File: config.mk
export PLATFORM = sky130hd
export DESIGN_NAME = relu6_fp16
export DESIGN_NICKNAME = d
export VERILOG_FILES = /design/src/rtl/fp16_pkg.sv /design/src/rtl/fp16_relu6_core.sv /design/src/rtl/relu6_fp16.sv
export SDC_FILE = /design/constraint.sdc
export NUM_CORES = 1
export LEC_CHECK = 0
export CORE_MARGIN = 1
export CORE_UTILIZATION = 39
export CTS_BUF_LIST = sky130_fd_sc_hd__clkbuf_8 sky130_fd_sc_hd__clkbuf_16
export DETAILED_ROUTE_END_ITERATION = 8
export GPL_ROUTABILITY_DRIVEN = 0
export PLACE_DENSITY = 0.82
export SLEW_MARGIN = 40
export SYNTH_ARGS = -nofsm -noshare
export SYNTH_HDL_FRONTEND = slang
export SYNTH_SLANG_ARGS = --single-unit
File: constraint.sdc
create_clock -name clk -period 3.4 [get_ports clk]
set_input_delay 0.51 -clock clk [delete_from_list [all_inputs] [get_ports clk]]
set_output_delay 0.51 -clock clk [all_outputs]
set_load 0.1 [all_outputs]
File: src/rtl/fp16_pkg.sv
// FP16 field layout, constants and classification helpers
// shared by the ReLU6 activation datapath.
package fp16_pkg;

    localparam int EXP_W  = 5;
    localparam int MAN_W  = 10;
    localparam int FP16_W = 1 + EXP_W + MAN_W;

    localparam logic [EXP_W-1:0] EXP_ONES = '1;

    localparam logic [FP16_W-1:0] FP16_ZERO    = 16'h0000;
    localparam logic [FP16_W-1:0] FP16_ONE     = 16'h3C00;
    localparam logic [FP16_W-1:0] FP16_SIX     = 16'h4600;
    localparam logic [FP16_W-1:0] FP16_POS_INF = 16'h7C00;

    typedef struct packed {
        logic             sign;
        logic [EXP_W-1:0] exp;
        logic [MAN_W-1:0] mant;
    } fp16_t;

    typedef struct packed {
        logic              valid;
        logic [FP16_W-1:0] data;
        logic              clamp_lo;
        logic              clamp_hi;
        logic              nan;
    } relu6_out_t;

    function automatic logic is_nan(input fp16_t x);
        return (x.exp == EXP_ONES) && (x.mant != '0);
    endfunction

    // Negative ordered value: -0, subnormals, normals, -Inf (NaN excluded)
    function automatic logic is_neg(input fp16_t x);
        return x.sign && !is_nan(x);
    endfunction

endpackage

File: src/rtl/fp16_relu6_core.sv
// Combinational ReLU6 classification and result select.
// Positive FP16 bit patterns order like their values, so an integer compare suffices.
module fp16_relu6_core
    import fp16_pkg::*;
#(
    parameter logic [15:0] CLIP_VALUE = FP16_SIX
) (
    input  logic [15:0] x,
    output logic [15:0] y,
    output logic        clamp_lo,
    output logic        clamp_hi,
    output logic        nan
);

    fp16_t f;
    logic  c_nan;
    logic  c_neg;
    logic  c_hi;

    assign f     = x;
    assign c_nan = is_nan(f);
    assign c_neg = is_neg(f);
    assign c_hi  = !f.sign && !c_nan && (x[14:0] > CLIP_VALUE[14:0]);

    always_comb begin
        y        = x;
        clamp_lo = 1'b0;
        clamp_hi = 1'b0;
        nan      = 1'b0;
        unique case (1'b1)
            c_nan: begin
                y        = FP16_ZERO;
                clamp_lo = 1'b1;
                nan      = 1'b1;
            end
            c_neg: begin
                y        = FP16_ZERO;
                clamp_lo = 1'b1;
            end
            c_hi: begin
                y        = CLIP_VALUE;
                clamp_hi = 1'b1;
            end
            default: ;
        endcase
    end

endmodule

File: src/rtl/relu6_fp16.sv
// Registered FP16 ReLU6, one sample per clock, latency PIPE_STAGES (1 or 2).
// Data and flag registers load every cycle; consumers qualify with out_valid.
module relu6_fp16
    import fp16_pkg::*;
#(
    parameter logic [15:0] CLIP_VALUE  = FP16_SIX,
    parameter int          PIPE_STAGES = 1
) (
    input  logic        clk,
    input  logic        rst,
    input  logic        in_valid,
    input  logic [15:0] in_data,
    output logic        out_valid,
    output logic [15:0] out_data,
    output logic        out_clamp_lo,
    output logic        out_clamp_hi,
    output logic        out_nan
);

    logic       [15:0] y;
    logic              lo;
    logic              hi;
    logic              nn;
    relu6_out_t        s1;
    relu6_out_t        s_out;

    fp16_relu6_core #(
        .CLIP_VALUE(CLIP_VALUE)
    ) u_core (
        .x       (in_data),
        .y       (y),
        .clamp_lo(lo),
        .clamp_hi(hi),
        .nan     (nn)
    );

    always_ff @(posedge clk) begin
        if (rst) begin
            s1 <= '0;
        end else begin
            s1.valid    <= in_valid;
            s1.data     <= y;
            s1.clamp_lo <= lo;
            s1.clamp_hi <= hi;
            s1.nan      <= nn;
        end
    end

    generate
        if (PIPE_STAGES == 2) begin : g_stage2
            relu6_out_t s2;
            always_ff @(posedge clk) begin
                if (rst) s2 <= '0;
                else     s2 <= s1;
            end
            assign s_out = s2;
        end else begin : g_stage1
            assign s_out = s1;
        end
    endgenerate

    assign out_valid    = s_out.valid;
    assign out_data     = s_out.data;
    assign out_clamp_lo = s_out.clamp_lo;
    assign out_clamp_hi = s_out.clamp_hi;
    assign out_nan      = s_out.nan;

endmodule

==> results.ini <==
[run_status]
status=finished, violations left
violations=DRC

[global_route]
grt_pass1_vias=492
grtUsageTotal_pct=17.4
antenna_found_initial=0
grt_max_degree=14
top_usage_layer=met2
grt_util_met3_pct=7.50
grt_pass1_wl_um=2280
use_met1_pct=19.9
grt_overflow_total=0
grt.met2_usage_pct=26.3

[layout]
diodes=0
layout-drive-gt1-share_pct=33.0
fin_util_pct=65.0
n_fill_cell=134
syn_to_final_growth_pct=48.9
final_cell_area_um2=1010
fin_nets=120

[critical_path]
path_max_fanout=13
critPathArrivalTime_ns=2.11
crit_type=input port to flop
endpoint_kind=flop
required_ns=3.52
crit_path_start_kind=input port

[pwr]
power_leakage_uw=0.000452
clkPwrFrac_pct=32.9
switching_share_pct=29.6
comb_power_share_pct=21.6
seqPwrFrac_pct=45.5
p_int_uw=378
power_density_nw_per_um2=530
power_switching_uw=159
max-vdd-ir-drop_uv=276

[routing]
routedWlPerCell_um=13.0
remaining_drc_errors=3
drtAntennaViolNets=0
drt_pass1_iterations=6
avgViaCountPerCell=4.73
vias=549
finalWirelength_um=1510
drt-initial-drc-count=15

[logic_synthesis]
synth-compound-area-share_pct=6.99
ys_seq_area_share_pct=58.8
synth_simple_gate_area_share_pct=29.8
yosysWarningCount=0
synthDistinctLibCells=22
ys_seq_elements=20
syn-cell-area_um2=681
syn_nets=79
synth_top_family_by_area=simple AND/OR/NAND/NOR gates
synthAdderAreaFrac_pct=0
postSynthAreaPerCell_um2=11.3
synthMuxAreaShare_pct=0
syn_inst=60
synth_xor_area_share_pct=0

[sta]
slew_headroom_pct=55.5
maxSlewViolCount=0
rsz0062_at_grt=no
fin_setup_tns_ns=0
finalCriticalPeriod_ns=1.99
hold_viol_final=0
fmax_mhz=503
fin_crit_sh_pct=58.5
setup_viol=0
tightest_slew_ns=0.668
layout_setup_ws_ns=1.41

[clock_network]
clkTransAtPathRegs_ns=0.07
cts_root_buffer=clkbuf_8
ctsHoldBuffers=0
cts_resized=0
cts.path.max_buffers=2
cts.htree.levels=1
cts_sinks=20
cts_setup_buffers=0
cts_buffers=3
cts_tree=built

[flow_run]
drv_cap=0

[hold_path]
whs_path_depth=2
holdCritPathClass=input port to flop

[placement]
io_buffers=38
pre_cts_slack_ns=1.13
place_area_um2=958

[floorplanning]
core_area_um2=1560
initial_core_util_pct=43.7
dieArea_um2=1920
dieHeight_um=43.8
chipWidth_um=43.8
pin_count=39
rows=14

Yosys cell counts (all sizes together):
| cell type | count | area share (%) |
|---|---|---|
| dfxtp | 20 | 59 |
| nor3b | 9 | 14 |
| nor2 | 7 | 3.9 |
| and2 | 3 | 2.8 |
| nor3 | 3 | 2.2 |
| a21oi | 2 | 1.5 |
| buf | 2 | 3.3 |
| o21ai | 2 | 2.0 |
| a31oi | 1 | 0.92 |
| and3 | 1 | 0.92 |
| and4b | 1 | 1.7 |
| conb | 1 | 0.55 |
| inv | 1 | 0.55 |
| nand2 | 1 | 0.55 |
| nand3 | 1 | 0.73 |
| nor2b | 1 | 0.92 |
| nor4 | 1 | 0.92 |
| o21a | 1 | 1.1 |
| o21ba | 1 | 1.5 |
| or3 | 1 | 0.92 |
routing by layer:
layer  vias up  part of all wire [%]
li1        281                     -
met1       237                    42
met2        27                    46
met3         4                   9.7
met4         0                   2.3
met5         -                     0
critical path, cell delays in order:
cell	delay, ns
clkdlybuf4s50_1	0.59
and3_1	0.19
nand3_1	0.13
o21ai_2	0.58
nor3b_1	0.11
layout by cell type, fill, tap and decap left out:
cell type,count
buf_2,20
o21ai_2,1
nor2_1,7
nand3_1,1
nor3b_2,6
nor4_1,1
nor3b_1,3
o21ai_0,1
or3_1,1
nor2b_1,1
and4b_2,1
clkbuf_8,4
conb_1,1
o21a_1,1
clkdlybuf4s50_1,18
dfxtp_1,20
a21oi_1,2
and2_1,3
inv_1,1
a31oi_1,1
nand2_1,1
o21ba_2,1
and3_1,1
nor3_1,3
state kept, by name (all words and copies together), names as in the netlist:
signal / count
out_clamp_lo: 1
out_valid: 1
out_clamp_hi: 1
out_nan: 1
out_data: 16
final timing paths:
kind / to / from
min: out_valid$_SDFF_PP0_ / in_valid
max: out_data[2]$_SDFF_PP0_ / in_data[14]
layout make-up:
class	count	area [um^2]	share of cell area (%)
Timing Repair Buffer	38	280	27.7
Multi-Input combinational cell	37	254	25.1
Tap cell	16	20.0	1.98
Sequential cell	20	400	39.5
Inverter	1	3.75	0.370
Clock buffer	4	55.1	5.43
logic make-up (layout without fill, tap and decap cells):
| group | count (synthesis) | in the layout |
|---|---|---|
| AOI/OAI and AO/OA | 7 | 7 |
| other | 1 | 1 |
| DFF | 20 | 20 |
| buffers and inverters | 3 | 43 |
| and+or+nand+nor | 29 | 29 |
metrics by stage:
stage | hold slack (ns) | total power (uW) | std cells
6_report | 0.801 | 537 | 116
5_1_grt | 0.808 | 557 | 116
4_1_cts | 0.797 | 540 | 116
3_5_place_dp | 1.06 | 365 | 112
3_3_place_gp | 1.08 | 372 | 112
2_1_floorplan | 0.582 | 332 | 60
power by group through the flow:
| stage | sequential, uW | clock, uW | combinational [uW] |
|---|---|---|---|
| after detailed placement | 250 | 0 | 116 |
| after global routing | 245 | 192 | 120 |
| final | 244 | 177 | 116 |
| after floorplan | 312 | 0 | 19.8 |
| after CTS | 244 | 180 | 116 |
| after global placement | 250 | 0 | 122 |
(Power assumes the default switching activity.)
